===== config.mk =====
export PLATFORM = sky130hd
export DESIGN_NAME = ram_arb_ctrl_flat
export DESIGN_NICKNAME = d
export VERILOG_FILES = /design/src/rtl/ram_arb_ctrl_if.sv /design/src/rtl/ram_arb_ctrl.sv /design/src/flat_wrapper.sv
export SDC_FILE = /design/constraint.sdc
export NUM_CORES = 1
export LEC_CHECK = 0
export ABC_AREA = 1
export CAP_MARGIN = 25
export CORE_MARGIN = 2
export CORE_UTILIZATION = 40
export CTS_BUF_LIST = sky130_fd_sc_hd__clkbuf_4 sky130_fd_sc_hd__clkbuf_8
export DETAILED_ROUTE_END_ITERATION = 8
export GPL_TIMING_DRIVEN = 0
export PLACE_DENSITY = 0.77
export SLEW_MARGIN = 15
export SYNTH_ARGS = -nofsm -noshare
export SYNTH_HDL_FRONTEND = slang
export SYNTH_SLANG_ARGS = --single-unit

===== constraint.sdc =====
create_clock -name clk -period 1.4 [get_ports clk]
set_input_delay 0.28 -clock clk [delete_from_list [all_inputs] [get_ports clk]]
set_output_delay 0.28 -clock clk [all_outputs]
set_load 0.01 [all_outputs]

===== src/rtl/ram_arb_ctrl_if.sv =====
// Bundle of requester handshakes, status and RAM pins for ram_arb_ctrl.
// slave = the controller side, master = the requesters plus the RAM.
interface ram_arb_ctrl_if;
  localparam int unsigned AW = 3;
  localparam int unsigned DW = 8;

  logic          req0;
  logic          we0;
  logic [AW-1:0] addr0;
  logic [DW-1:0] wdata0;
  logic          ack0;
  logic [DW-1:0] rdata0;

  logic          req1;
  logic          we1;
  logic [AW-1:0] addr1;
  logic [DW-1:0] wdata1;
  logic          ack1;
  logic [DW-1:0] rdata1;

  logic          busy;
  logic          gnt_id;

  logic [DW-1:0] ram_inp;
  logic [AW-1:0] ram_addr;
  logic          ram_op;
  logic          ram_sel;
  logic [DW-1:0] ram_outp;

  modport slave (
    input  req0, we0, addr0, wdata0,
    input  req1, we1, addr1, wdata1,
    input  ram_outp,
    output ack0, rdata0, ack1, rdata1,
    output busy, gnt_id,
    output ram_inp, ram_addr, ram_op, ram_sel
  );

  modport master (
    output req0, we0, addr0, wdata0,
    output req1, we1, addr1, wdata1,
    output ram_outp,
    input  ack0, rdata0, ack1, rdata1,
    input  busy, gnt_id,
    input  ram_inp, ram_addr, ram_op, ram_sel
  );
endinterface


===== src/rtl/ram_arb_ctrl.sv =====
// Two-port arbiter/sequencer for an 8x8 byte RAM: setup -> strobe -> recover.
// Define RAM_ARB_ROUND_ROBIN_EN for round-robin; default is fixed priority to port 0.
module ram_arb_ctrl #(
  parameter int unsigned STROBE_CYCLES = 1
) (
  input  logic          clk,
  input  logic          rst_n,
  ram_arb_ctrl_if.slave bus
);
  localparam int unsigned AW    = 3;
  localparam int unsigned DW    = 8;
  localparam int unsigned CNT_W = 2;

  typedef enum logic [1:0] {IDLE, SETUP, STROBE, RECOVER} state_t;

  typedef struct packed {
    logic          we;
    logic [AW-1:0] addr;
    logic [DW-1:0] wdata;
  } cmd_t;

  state_t           r_state, w_state_nxt;
  cmd_t             r_cmd, w_cmd_nxt, w_win_cmd;
  logic [CNT_W-1:0] r_cnt;
  logic             r_sel, r_busy, r_gnt_id, r_ack0, r_ack1;
  logic [DW-1:0]    r_rdata0, r_rdata1;
  logic             w_sel_nxt, w_busy_nxt, w_gnt_nxt, w_ack0_nxt, w_ack1_nxt;
  logic [DW-1:0]    w_rdata0_nxt, w_rdata1_nxt;
  logic             w_any, w_win, w_grant, w_last;

  assign w_any   = bus.req0 | bus.req1;
  assign w_grant = (r_state == IDLE) && w_any;
  assign w_last  = (r_cnt == CNT_W'(STROBE_CYCLES - 1));

`ifdef RAM_ARB_ROUND_ROBIN_EN
  logic r_pref;

  // On a tie the preferred port wins; preference flips after every grant.
  assign w_win = bus.req0 ? (bus.req1 & r_pref) : 1'b1;

  always_ff @(posedge clk or negedge rst_n) begin
    if (!rst_n)       r_pref <= 1'b0;
    else if (w_grant) r_pref <= ~w_win;
  end
`else
  assign w_win = ~bus.req0;
`endif

  assign w_win_cmd = w_win ? cmd_t'{we: bus.we1, addr: bus.addr1, wdata: bus.wdata1}
                           : cmd_t'{we: bus.we0, addr: bus.addr0, wdata: bus.wdata0};

  // State register
  always_ff @(posedge clk or negedge rst_n) begin
    if (!rst_n) r_state <= IDLE;
    else        r_state <= w_state_nxt;
  end

  // Next-state logic
  always_comb begin
    w_state_nxt = r_state;
    case (r_state)
      IDLE:    if (w_any)  w_state_nxt = SETUP;
      SETUP:               w_state_nxt = STROBE;
      STROBE:  if (w_last) w_state_nxt = RECOVER;
      RECOVER:             w_state_nxt = IDLE;
      default:             w_state_nxt = IDLE;
    endcase
  end

  // Output logic: next values of every registered output
  always_comb begin
    w_cmd_nxt    = r_cmd;
    w_gnt_nxt    = r_gnt_id;
    w_rdata0_nxt = r_rdata0;
    w_rdata1_nxt = r_rdata1;
    w_sel_nxt    = (w_state_nxt == STROBE);
    w_busy_nxt   = (w_state_nxt != IDLE);
    w_ack0_nxt   = (w_state_nxt == RECOVER) && !r_gnt_id;
    w_ack1_nxt   = (w_state_nxt == RECOVER) &&  r_gnt_id;
    if (w_grant) begin
      w_cmd_nxt = w_win_cmd;
      w_gnt_nxt = w_win;
    end
    // Read data is sampled at the edge closing the last strobe cycle
    if ((r_state == STROBE) && w_last && !r_cmd.we) begin
      if (r_gnt_id) w_rdata1_nxt = bus.ram_outp;
      else          w_rdata0_nxt = bus.ram_outp;
    end
  end

  always_ff @(posedge clk or negedge rst_n) begin
    if (!rst_n) begin
      r_cmd    <= '0;
      r_gnt_id <= 1'b0;
      r_sel    <= 1'b0;
      r_busy   <= 1'b0;
      r_ack0   <= 1'b0;
      r_ack1   <= 1'b0;
      r_rdata0 <= '0;
      r_rdata1 <= '0;
    end else begin
      r_cmd    <= w_cmd_nxt;
      r_gnt_id <= w_gnt_nxt;
      r_sel    <= w_sel_nxt;
      r_busy   <= w_busy_nxt;
      r_ack0   <= w_ack0_nxt;
      r_ack1   <= w_ack1_nxt;
      r_rdata0 <= w_rdata0_nxt;
      r_rdata1 <= w_rdata1_nxt;
    end
  end

  // Strobe-length counter, only advances inside STROBE
  always_ff @(posedge clk or negedge rst_n) begin
    if (!rst_n)                r_cnt <= '0;
    else if (r_state != STROBE) r_cnt <= '0;
    else if (w_last)            r_cnt <= '0;
    else                        r_cnt <= r_cnt + CNT_W'(1);
  end

  assign bus.ram_addr = r_cmd.addr;
  assign bus.ram_inp  = r_cmd.wdata;
  assign bus.ram_op   = r_cmd.we;
  assign bus.ram_sel  = r_sel;
  assign bus.busy     = r_busy;
  assign bus.gnt_id   = r_gnt_id;
  assign bus.ack0     = r_ack0;
  assign bus.ack1     = r_ack1;
  assign bus.rdata0   = r_rdata0;
  assign bus.rdata1   = r_rdata1;

endmodule


===== src/flat_wrapper.sv =====
// flat-port wrapper written by rule: the top's interface ports become plain ports
module ram_arb_ctrl_flat 
#(
  parameter int unsigned STROBE_CYCLES = 1
)
  (clk, rst_n, bus_req0, bus_we0, bus_addr0, bus_wdata0, bus_req1, bus_we1, bus_addr1, bus_wdata1, bus_ram_outp, bus_ack0, bus_rdata0, bus_ack1, bus_rdata1, bus_busy, bus_gnt_id, bus_ram_inp, bus_ram_addr, bus_ram_op, bus_ram_sel);
  ram_arb_ctrl_if bus_i ();
  input  logic clk;
  input  logic rst_n;
  input wire logic [$bits(bus_i.req0)-1:0] bus_req0;
  input wire logic [$bits(bus_i.we0)-1:0] bus_we0;
  input wire logic [$bits(bus_i.addr0)-1:0] bus_addr0;
  input wire logic [$bits(bus_i.wdata0)-1:0] bus_wdata0;
  input wire logic [$bits(bus_i.req1)-1:0] bus_req1;
  input wire logic [$bits(bus_i.we1)-1:0] bus_we1;
  input wire logic [$bits(bus_i.addr1)-1:0] bus_addr1;
  input wire logic [$bits(bus_i.wdata1)-1:0] bus_wdata1;
  input wire logic [$bits(bus_i.ram_outp)-1:0] bus_ram_outp;
  output wire logic [$bits(bus_i.ack0)-1:0] bus_ack0;
  output wire logic [$bits(bus_i.rdata0)-1:0] bus_rdata0;
  output wire logic [$bits(bus_i.ack1)-1:0] bus_ack1;
  output wire logic [$bits(bus_i.rdata1)-1:0] bus_rdata1;
  output wire logic [$bits(bus_i.busy)-1:0] bus_busy;
  output wire logic [$bits(bus_i.gnt_id)-1:0] bus_gnt_id;
  output wire logic [$bits(bus_i.ram_inp)-1:0] bus_ram_inp;
  output wire logic [$bits(bus_i.ram_addr)-1:0] bus_ram_addr;
  output wire logic [$bits(bus_i.ram_op)-1:0] bus_ram_op;
  output wire logic [$bits(bus_i.ram_sel)-1:0] bus_ram_sel;
  assign bus_i.req0 = bus_req0;
  assign bus_i.we0 = bus_we0;
  assign bus_i.addr0 = bus_addr0;
  assign bus_i.wdata0 = bus_wdata0;
  assign bus_i.req1 = bus_req1;
  assign bus_i.we1 = bus_we1;
  assign bus_i.addr1 = bus_addr1;
  assign bus_i.wdata1 = bus_wdata1;
  assign bus_i.ram_outp = bus_ram_outp;
  assign bus_ack0 = bus_i.ack0;
  assign bus_rdata0 = bus_i.rdata0;
  assign bus_ack1 = bus_i.ack1;
  assign bus_rdata1 = bus_i.rdata1;
  assign bus_busy = bus_i.busy;
  assign bus_gnt_id = bus_i.gnt_id;
  assign bus_ram_inp = bus_i.ram_inp;
  assign bus_ram_addr = bus_i.ram_addr;
  assign bus_ram_op = bus_i.ram_op;
  assign bus_ram_sel = bus_i.ram_sel;
  ram_arb_ctrl #(.STROBE_CYCLES(STROBE_CYCLES)) u_core (.clk(clk), .rst_n(rst_n), .bus(bus_i));
endmodule

==> impl_metrics.yaml <==
grt:
  grt_pass1_vias: 1411
  grt_max_degree: 22
  grt_pass1_wl_um: 6410
  antenna_found_initial: 0
  overflow: 0
  grt_usage_pct: 16.9
routing:
  detail-route-antenna-nets: 0
  drc: 0
  firstDrtPassIters: 4
  routed_wl_um: 3990
  viasPerCell: 4.51
  routedWlPerCell_um: 12.5
  drt_iter0_drc: 10
  num_vias: 1433
finish:
  n_antenna_cell: 0
  nets: 306
  finalInstanceArea_um2: 2710
  fill_cells: 361
  multiInputGateArea_um2: 679
  regArea_um2: 927
  area_growth_pct: 53.9
  drive_gt1_share_pct: 22.6
setup_path:
  worst_r2r_endpoint: "u_core.bus.rdata1[0]$_DFFE_PN0P_"
  cp_top_family: "flip-flops"
  start_kind: "register"
  critPathKind: "reg -> reg"
  path_common_cell: "nand2_4"
  cp_slowest_cell: "dfrtp_1"
  path_max_fanout: 8
  cp_num_buf_inv: 2
  crit_path_end_kind: "register"
  cp.required_ns: 1.59
  timing.reg2reg.setup_slack_ns: -0.005
  worst_r2r_path_depth: 8
  crit_chain: "inv_2, ha_4, nand2_4, nor2_4, nand2_4, buf_12, nand2_4, o21ai_2"
  slowest_delay_ns: 0.41
  crit_start: "u_core.r_state[0]$_DFF_PN0_"
  cp.arrival_ns: 1.59
  reg2reg_from: "u_core.r_state[0]$_DFF_PN0_"
power:
  p_leak_uw: 0.00137
  ir_drop_mv: 0.660
  power_frac_seq_pct: 35.2
  power_density_nw_per_um2: 1920
  power.switching_uw: 1960
  p_sw_share_pct: 37.8
  p_int_uw: 3240
  pwr-share-comb_pct: 49.5
  clockPowerShare_pct: 15.3
  power_uw: 5200
floorplan:
  die_h_um: 70.4
  core_area_um2: 4290
  die_width_um: 70.4
  rows: 24
  die_area_um2: 4950
  io_pins: 69
  start_util_pct: 41.1
timing:
  slew_headroom_pct: 71.4
  clock_skew_ns: 0.00932
  rsz0062_at_grt: "true"
  whs_ns: 0.356
  fmax_mhz: 712
  hold_viol_final: 0
  setup_violations: 2
  fin_crit_sh_pct: 100
  setup_tns_ns: -0.00810
  post-route-min-period_ns: 1.40
  report.final.slew_viol_count: 0
  timing.final.ws_setup_ns: -0.00464
  tightest_slew_ns: 0.429
synthesis:
  ys_top_cells_by_area: "dfrtp_1, o21ai_2, inv_1"
  synthTopCellsByCount: "dfrtp_1, inv_1, nand2_1, nor2_1, o21ai_2"
  synth.distinct_cells: 16
  synth-seq-cells: 37
  yosysTopAreaCell: "dfrtp_1"
  ys_warn_count: 0
  synth-edff-count: 0
  async_reset_ff_share_pct: 100
  synthesis.instances: 179
  syn_area_um2: 1760
  post_synth.cell_area_avg_um2: 9.85
  syn_nets: 220
  yosysMostFrequentCell: "dfrtp_1"
  synth_top_cell_area_share_pct: 52.5
  yosysSeqAreaShare_pct: 52.5
  synth-main-ff-cell: "dfrtp_1"
placed_design:
  io_buffers: 67
  dp_hpwl_um: 2820
  dp_slack_ns: -0.0912
  placed_area_um2: 2520
  gp_congestion: 0.758
clock_network:
  clock_latency_ns: 0.29
  max-clock-path-buffers: 2
  cts.clk_slew.worst_paths_ns: 0.08
  htree_levels: 2
  cts_made_buffers: 5
  cts.sinks: 37
  cts_tree: "yes"
  clock-root-buffer: "clkbuf_8"
min_path:
  worstHoldStart: "bus_req0"
  min_path_type: "in -> reg"
  whs_endpoint: "u_core.bus.ram_addr[1]$_DFFE_PN0P_"
  hold_path_depth: 4
outcome:
  violations: "setup timing"
  status: "complete, but fails checks"
job:
  maxCapViolCount: 0
-- what timing repair did --
action	CTS	global route
buffers inserted	2	7
endpoints found under the setup margin	49	18
hold buffers	1	0
pin swaps	1	6
hold endpoints to repair	16	0
gates cloned	0	1
gates resized for setup	37	6
-- registers in the layout, summed over array words and instances, names as in the netlist, 2 cells and up --
name                 count
u_core.bus.ram_inp       8
u_core.r_state           2
u_core.r_cnt             2
u_core.bus.rdata1        8
u_core.bus.rdata0        8
u_core.bus.ram_addr      3
-- placed cells by master (no fill, tap or decap), drive strengths merged --
master         netlist  routed
nand3                3       3
a21oi               13      13
clkdlybuf4s50        0      33
o21ai               16      16
o21a                12      12
dlygate4sd3          0       1
inv                 31      31
nor2                19      19
nand2               36      36
buf                  7      18
dlygate4sd2          0      33
clkbuf               0       7
clkinv               0       2
ha                   5       5
dfrtp               37      37
-- layer usage --
| layer | track usage, % | routed length (µm) |
|---|---|---|
| met1 | 20.4 | 1650 |
| met2 | 27.8 | 2050 |
| met3 | 5.34 | 213 |
| met4 | 6.84 | 76 |
| met5 | 0 | 0 |
-- worst min-delay path: stages --
cell     delay (ns)
buf_6          0.12
nand2_1        0.05
o21a_1         0.11
a21oi_1        0.05
-- cell type report --
class / count / area share [%]
inverters: 31 / 4.29
multi-input cells: 104 / 25.0
clock inverters: 2 / 0.507
well taps: 52 / 2.40
plain buffers: 7 / 2.77
clock buffers: 6 / 3.04
flip-flops and latches: 37 / 34.2
repair buffers: 79 / 27.8
-- logic make-up (layout without fill, tap and decap cells) --
| kind of cell | Yosys count | after routing | share of synthesized area (%) |
|---|---|---|---|
| fa+ha+maj | 5 | 5 | 3.55 |
| flops | 37 | 37 | 52.5 |
| compound gates | 41 | 41 | 17.2 |
| buf+inv | 38 | 125 | 10.4 |
| simple gates | 58 | 58 | 16.4 |
-- stage by stage --
stage	instances	util, %
floorplan	179	-
global placement	298	58.2
detailed placement	299	58.7
CTS	310	60.9
global route	318	63.2
finish	318	63.2
-- power by group through the flow --
stage / Combinational [µW] / Clock (µW) / Sequential, µW
global route: 2820 / 857 / 1900
finish: 2570 / 797 / 1830
detailed placement: 2640 / 0 / 1880
CTS: 2430 / 812 / 1830
global placement: 2580 / 0 / 1870
floorplan: 1130 / 0 / 2090
-- how the worst max path moves through the flow --
stage	to	slack (ns)	depth (start not counted)
floorplan	u_core.bus.rdata1[0]$_DFFE_PN0P_	0.06	8
global route	u_core.bus.rdata1[1]$_DFFE_PN0P_	-0.07	8
global placement	u_core.bus.ram_addr[0]$_DFFE_PN0P_	-0.80	1
CTS	u_core.bus.rdata1[0]$_DFFE_PN0P_	0.01	8
finish	u_core.bus.rdata1[0]$_DFFE_PN0P_	-0.005	8
detailed placement	u_core.bus.rdata1[0]$_DFFE_PN0P_	-0.09	8
No activity file was read; power rests on OpenSTA's default activity.
